`src/rtl/vault_work_loader.sv`:
```
// Vault work loader: assembles host words into a shadow work package, commits it to
// the mining core with a one-cycle work_start pulse, and buffers golden nonces from
// the core in a small show-ahead FIFO for the host to read back.
//
// state  | meaning
// LOAD   | accepting host words into the shadow buffer
// COMMIT | one-cycle gap after a well-formed package; host is held off
module vault_work_loader #(
  parameter int WORDS       = 20,
  parameter int NONCE_DEPTH = 4
) (
  input  logic                  clk,
  input  logic                  rst_n,
  input  logic [31:0]           s_wdata,
  input  logic                  s_wvalid,
  input  logic                  s_wlast,
  output logic                  s_wready,
  output logic [32*WORDS-1:0]   work_package,
  output logic                  work_start,
  input  logic [31:0]           core_nonce,
  input  logic                  core_nonce_valid,
  output logic [31:0]           m_rdata,
  output logic                  m_rvalid,
  input  logic                  m_rready,
  output logic                  frame_error,
  output logic [15:0]           dropped_count
);

  localparam int CW = (WORDS > 1) ? $clog2(WORDS) : 1;
  localparam int AW = (NONCE_DEPTH > 1) ? $clog2(NONCE_DEPTH) : 1;
  localparam logic [CW-1:0] LAST_IDX = CW'(WORDS - 1);

  typedef enum logic {LOAD, COMMIT} state_t;

  state_t        state_q, state_d;
  logic          ready_en;
  logic [CW-1:0] cnt;
  logic [31:0]   shadow [WORDS];
  logic          commit_q;
  logic          hs, last_word, bad_frame;

  logic [31:0]   mem [NONCE_DEPTH];
  logic [AW:0]   wr_ptr, rd_ptr;
  logic          empty, full, push, pop, drop;

  assign hs        = s_wvalid & s_wready;
  assign last_word = (cnt == LAST_IDX);
  // wlast on the wrong word, or no wlast on the final word, both discard the package
  assign bad_frame = hs & (s_wlast ^ last_word);

  // Next-state and ready decode; a well-formed final word moves to COMMIT
  always_comb begin
    state_d  = state_q;
    s_wready = 1'b0;
    case (state_q)
      LOAD: begin
        s_wready = ready_en;
        if (ready_en && s_wvalid && s_wlast && last_word) state_d = COMMIT;
      end
      COMMIT:  state_d = LOAD;
      default: state_d = LOAD;
    endcase
  end

  // State register; ready_en keeps s_wready low until the first edge after reset release
  always_ff @(posedge clk or negedge rst_n) begin
    if (!rst_n) begin
      state_q  <= LOAD;
      ready_en <= 1'b0;
    end else begin
      state_q  <= state_d;
      ready_en <= 1'b1;
    end
  end

  // Word counter, shadow buffer and sticky framing error
  always_ff @(posedge clk or negedge rst_n) begin
    if (!rst_n) begin
      cnt         <= '0;
      frame_error <= 1'b0;
      for (int i = 0; i < WORDS; i++) shadow[i] <= '0;
    end else begin
      if (hs) begin
        shadow[cnt] <= s_wdata;
        cnt         <= (s_wlast || last_word) ? '0 : cnt + 1'b1;
      end
      if (bad_frame) frame_error <= 1'b1;
    end
  end

  // Commit pipeline: COMMIT is followed by a registered copy and start pulse. A host
  // word landing on the same edge only touches shadow word 0, so the old value is taken.
  always_ff @(posedge clk or negedge rst_n) begin
    if (!rst_n) begin
      commit_q     <= 1'b0;
      work_start   <= 1'b0;
      work_package <= '0;
    end else begin
      commit_q   <= (state_q == COMMIT);
      work_start <= commit_q;
      if (commit_q) begin
        for (int i = 0; i < WORDS; i++) work_package[32*i +: 32] <= shadow[i];
      end
    end
  end

  assign empty    = (wr_ptr == rd_ptr);
  assign full     = (wr_ptr[AW] != rd_ptr[AW]) && (wr_ptr[AW-1:0] == rd_ptr[AW-1:0]);
  assign m_rvalid = ~empty;
  assign m_rdata  = empty ? 32'd0 : mem[rd_ptr[AW-1:0]];
  assign pop      = m_rvalid & m_rready;
  // A pop in the same cycle frees the slot, so a full FIFO still accepts the push
  assign push     = core_nonce_valid & (~full | pop);
  assign drop     = core_nonce_valid & full & ~pop;

  // Nonce storage; contents are don't-care while empty, m_rdata is masked instead
  always_ff @(posedge clk) begin
    if (push) mem[wr_ptr[AW-1:0]] <= core_nonce;
  end

  // FIFO pointers and saturating drop counter
  always_ff @(posedge clk or negedge rst_n) begin
    if (!rst_n) begin
      wr_ptr        <= '0;
      rd_ptr        <= '0;
      dropped_count <= '0;
    end else begin
      if (push) wr_ptr <= wr_ptr + 1'b1;
      if (pop)  rd_ptr <= rd_ptr + 1'b1;
      if (drop && dropped_count != 16'hFFFF) dropped_count <= dropped_count + 16'd1;
    end
  end

endmodule

```
`config.mk`:
```
export PLATFORM = sky130hd
export DESIGN_NAME = vault_work_loader
export DESIGN_NICKNAME = d
export VERILOG_FILES = /design/src/rtl/vault_work_loader.sv
export SDC_FILE = /design/constraint.sdc
export NUM_CORES = 2
export LEC_CHECK = 0
export ABC_AREA = 1
export ABC_CLOCK_PERIOD_IN_PS = 6700
export BUFFER_PORTS_ARGS = -buffer_cell sky130_fd_sc_hd__buf_4
export CAP_MARGIN = 20
export CORE_MARGIN = 2
export CORE_UTILIZATION = 35
export DETAILED_ROUTE_END_ITERATION = 6
export PLACE_DENSITY = 0.54
export SYNTH_ARGS = -nofsm -noshare
export SYNTH_HDL_FRONTEND = slang
export SYNTH_SLANG_ARGS = --single-unit
```
`constraint.sdc`:
```
create_clock -name clk -period 6.7 [get_ports clk]
set_input_delay 1.005 -clock clk [delete_from_list [all_inputs] [get_ports clk]]
set_output_delay 1.005 -clock clk [all_outputs]
set_load 0.01 [all_outputs]
```
After elaboration in Yosys (flattened, before gate mapping)

Memories as Yosys holds them, arrays and structs flattened.
Cells that the tools add are included.

Register bits: 1,312
Bits in writable memories: 128
Bits of input ports: 70
Output and inout bits: 692
Logic and storage cells: 72
Memories kept: 1

Memory list:

| memory | depth | bits a word | read ports | clocked after Yosys merged registers in | wr ports | RTL line | text |
|---|---|---|---|---|---|---|---|
| mem    | 4     | 32          | 1          | 0                                       | 1        | 42       | `logic [31:0] mem [NONCE_DEPTH];` |

Add/sub/neg operators: 4
Magnitude comparators: 2
Eq/ne operators: 5
Mux-type cells: 10
Bitwise logic cells: 13
Reduce and logical (&&, ||, !) cells: 7

Operators by type and width:

| kind                                               | count |
|---|---|
| bitwise mux 640 bit                                | 1 |
| demux 32 bit (select 5 bit)                        | 1 |
| two-way mux 32 bit                                 | 2 |
| adder 16 x 1 -> 16 bit, second input constant      | 1 |
| != test 16 bit, second input constant              | 1 |
| adder 3 x 1 -> 3 bit, second input constant        | 2 |
| bitwise AND 1 bit                                  | 6 |
| >= comparator 6 bit, second input constant         | 1 |
| logical AND 1 bit                                  | 6 |
| < comparator 6 x 1 -> 1 bit, second input constant | 1 |
| NOT 5 -> 6 bit                                     | 1 |
| adder 5 x 1 -> 5 bit, second input constant        | 1 |
| equality test 5 bit, second input constant         | 1 |
| two-way mux 5 bit                                  | 1 |
| two-way mux 1 bit                                  | 4 |
| NOT 1 bit                                          | 4 |
| equality test 3 bit                                | 1 |
| equality test 2 bit                                | 1 |
| one-hot mux 1 bit (2 select lines)                 | 1 |
| logical OR 1 bit                                   | 1 |
| != test 1 bit                                      | 1 |
| bitwise OR 1 bit                                   | 1 |
| bitwise XOR 1 bit                                  | 1 |

Depth between registers and ports, before layout

Depth after elaboration: 7
Depth in mapped cells: 10
Depth with buffers taken out: 9

Worst setup path before layout

No wires, ideal clock.

Path kind: input to register
Start: in m_rready
End: mem mem[0][0] (enable)
Library setup time: 0.421 ns
Arrival time: 2.628 ns
Slack: 3.651 ns
Stages: 4
Path buffers: 0
Path through: inv_1 -> nand3_1 -> o21ai_2 -> nor2_1

Cells in the longest elaborated chain, start to end: 5

RTL lines:

| element                                 | RTL line | text |
|---|---|---|
| start, declared                         | 24       | `input logic m_rready,` |
| bitwise AND 1 bit                       | 111      | `assign pop = m_rvalid & m_rready;` |
| bitwise OR 1 bit                        | 113      | `assign push = core_nonce_valid & (~full \| pop);` |
| bitwise AND 1 bit                       | 113      |  |
| two-way mux 1 bit                       | 118      | `if (push) mem[wr_ptr[AW-1:0]] <= core_nonce;` |
| two-way mux 1 bit (not written as such) | 118      |  |
| end, declared                           | 42       |  |

Every way passes these cells.

Worst setup path after layout

Start: reg rd_ptr[1]
End: out m_rdata[0]

Cells in the longest elaborated chain, start to end: 2
Elaborated cells between the ends (all ways): 3

RTL lines:

| element                                                    | RTL line | text |
|---|---|---|
| start, declared                                            | 43       | `logic [AW:0] wr_ptr, rd_ptr;` |
| start signal, assigned                                     | 129      | `if (pop) rd_ptr <= rd_ptr + 1'b1;` |
| memory (4 x 32 bit) or equality test 3 bit (tied branches) | n/a      |  |
| two-way mux 32 bit *                                       | 110      | `assign m_rdata = empty ? 32'd0 : mem[rd_ptr[AW-1:0]];` |
| end, declared                                              | 22       | `output logic [31:0] m_rdata,` |

Mark *: on every way between the ends. The rest lies on a longest branch, timed or not.

==> impl_metrics.tcl <==
set metrics [dict create \
    required_ps 5690 \
    synth_edf_count 128 \
    path_clk_slew_ps 60 \
    syn_avg_cell_area_um2 13.0 \
    tightest_slew_ps 1090 \
    grt_use_total_pct 20.2 \
    coreArea_um2 154000 \
    period_share_pct 59.9 \
    synth_cell_types 37 \
    synth.top_cell.area_share_pct 60.8 \
    synth_ff_type "dfrtp_1" \
    totalWireLength_mm 161 \
    p_switching_mw 6.10 \
    final_area_um2 66500 \
    cts_tree "yes" \
    critPathKind "reg -> out" \
    fp.dieH_um 397 \
    post_cts_buffers 0 \
    num-nets-final 4971 \
    yosysSeqAreaShare_pct 67.9 \
    switching_share_pct 27.0 \
    max-cap-violations 0 \
    die_x_um 397 \
    syn_area_um2 54000 \
    postSynthNetCount 4248 \
    outcome "finished clean" \
    viasPerCell 4.78 \
    stdcell_count 7067 \
    cts_hold_buf 0 \
    fillCellCount 14300 \
    setup_tns_ps 0 \
    clock_sinks 1440 \
    post_dp_cell_area_um2 61100 \
    internal_power_mw 16.5 \
    power.density_nw_per_um2 339 \
    port_buffers 761 \
    clock_power_share_pct 38.7 \
    drt-initial-drc-count 2226 \
    drc 0 \
    syn_to_final_growth_pct 23.1 \
    grt_pass1_wl_mm 234 \
    dp.cells 6774 \
    yosys-top-cells-area "dfrtp_1 61%, mux2_2 13%, edfxtp_1 7.1%" \
    grt_max_degree 186 \
    synth_top_area_cell "dfrtp_1" \
    cts_buffers 156 \
    async_reset_ff_share_pct 91.1 \
    num_rows 144 \
    grt_pass1_vias 33300 \
    worst_ir_drop_vdd_mv 0.268 \
    hold_class "in -> async" \
    antenna_found_initial 4 \
    power_mw 22.6 \
    cp-start-kind "register" \
    post-route-min-period_ps 4020 \
    seq_power_share_pct 46.5 \
    cts-htree-levels 4 \
    whs_ps 168 \
    drive_above_1_share_pct 35.6 \
    finalWorstSetupSlack_ps 2680 \
    slew_viol_final 0 \
    dr.pass1.iters 5 \
    clock_skew_ps 34.2 \
    dp_hpwl_mm 103 \
    synthTopCellsByCount "1312 x dfrtp_1, 810 x nand2_1, 639 x mux2_2" \
    clockRootBuffer "clkbuf_16" \
    place_congestion 0.779 \
    yosysMostFrequentCell "dfrtp_1" \
    ctsLongestPathBuffers 3 \
    max_freq_mhz 249 \
    finalHoldViolations 0 \
    grt_overflow 0 \
    route.vias.total 33800 \
    end_kind "primary output" \
    p_leak_nw 33.1 \
    wire_per_inst_um 22.7 \
    critPathMaxFanout 37 \
    netlist_instances 4167 \
    pre_cts_ws_ps 3160 \
    yosys_warnings 0 \
    yosys_register_bits 1440 \
    initial_utilization_pct 35.1 \
    rsz0062_at_grt "no" \
    max_slew_margin_pct 27.2 \
    ant_nets 0 \
    setup_violations 0 \
    fin_util_pct 43.2 \
    insertion_delay_ps 780 \
    cp.arrival_ps 3010 \
    p_comb_share_pct 14.9 \
    die_area_um2 157000 \
    cts-resized-gates 0 \
    ios 762 \
]
[cells by family (layout without fill, tap and decap cells)]
logic type / after synthesis / in the layout / synth area share, %
flops: 1440 / 1440 / 67.9
simple gates: 960 / 960 / 7.27
compound gates: 748 / 748 / 7.23
mux: 639 / 639 / 13.3
buf+inv: 357 / 1208 / 3.83
fa+ha+maj: 11 / 11 / 0.255
xor+xnor: 11 / 11 / 0.178
other cells: 1 / 6 / 0.00694
[area by class of cell]
type	count	area (µm²)	area share (%)
Sequential cell	1440	36700	55.2
Multi-Input combinational cell	2370	15300	23.0
Timing Repair Buffer	820	6300	9.48
Clock buffer	241	4730	7.11
Tap cell	2044	2560	3.85
Clock inverter	45	531	0.798
Inverter	102	383	0.576
Antenna cell	5	12.5	0.0188
[critical path, cell delays in order (launching register included)]
cell and delay [ps]:
dfrtp_1 330, buf_4 350, inv_1 70, buf_4 270, nand2_1 100, nand2_1 50, nor2_1 120, nand2_1 370
buf_16 310, nand2_1 80, inv_1 40, buf_4 130
[routing by layer]
metal  track usage (%)  vias to the layer above  routed length (µm)  part of all wire [%]
met5                 0                        -                   0                     0
met4              6.38                        0                4800                   3.0
met3              5.20                      206               10100                   6.3
met2              32.4                      854               76200                    47
met1              26.6                    17200               69500                    43
li1                  -                    15600                   -                     -
[power by group through the flow]
stage          sequential, mW  combinational [mW]  clock (mW)
3_3_place_gp             10.6                3.33           0
3_5_place_dp             10.6                3.38           0
5_1_grt                  10.6                3.72        9.31
4_1_cts                  10.5                3.39        8.96
2_1_floorplan            10.6                1.76           0
6_report                 10.5                3.35        8.73
[cell usage in the layout, fill, tap and decap left out, types with 3 or more instances in the layout]
cell type  netlist  routed
clkinv_2         0      22
nor2_8           4       4
xor2_1           5       5
nand4_1          6       6
clkinv_1         0       8
o21ai_2         30      30
buf_16           0       3
inv_16           0       3
inv_1           97      80
mux2_2         639     639
inv_2            5      18
edfxtp_1       128     128
clkbuf_1        59      39
nor2_2           2       6
inv_6            0       4
clkbuf_8         0      42
nand3_1         15      15
clkbuf_16        0     160
ha_1            11      11
diode_2          0       5
dfrtp_1       1312    1311
nand2_1        810     810
bufinv_16        0       7
nand2_4         19      19
o21ai_0        112     112
o22ai_1         32      32
o21ai_1        569     569
buf_12           0       7
buf_4            3     810
xnor2_1          6       6
nor2_1          94      90
[state kept, by name, summed over array words and instances (netlist names)]
register	count
cnt	5
commit_q	1
dropped_count	16
frame_error	1
mem	128
rd_ptr	3
ready_en	1
shadow	640
state_q	1
work_package	640
work_start	1
wr_ptr	3
[final timing paths]
check / slack [ps] / startpoint / depth (start not counted) / endpoint
max: 2680 / rd_ptr[1] / 11 / m_rdata[0]
min: 170 / rst_n / 1 / shadow[298]
max reg2reg: 3480 / rd_ptr[0] / 9 / mem[0][1]
min reg2reg: 400 / state_q / 0 / commit_q
max in group asynchronous: 4750 / rst_n / 3 / work_package[571]
min in group clk: 400 / state_q / 0 / commit_q
No activity file was read; power rests on OpenSTA's default activity.
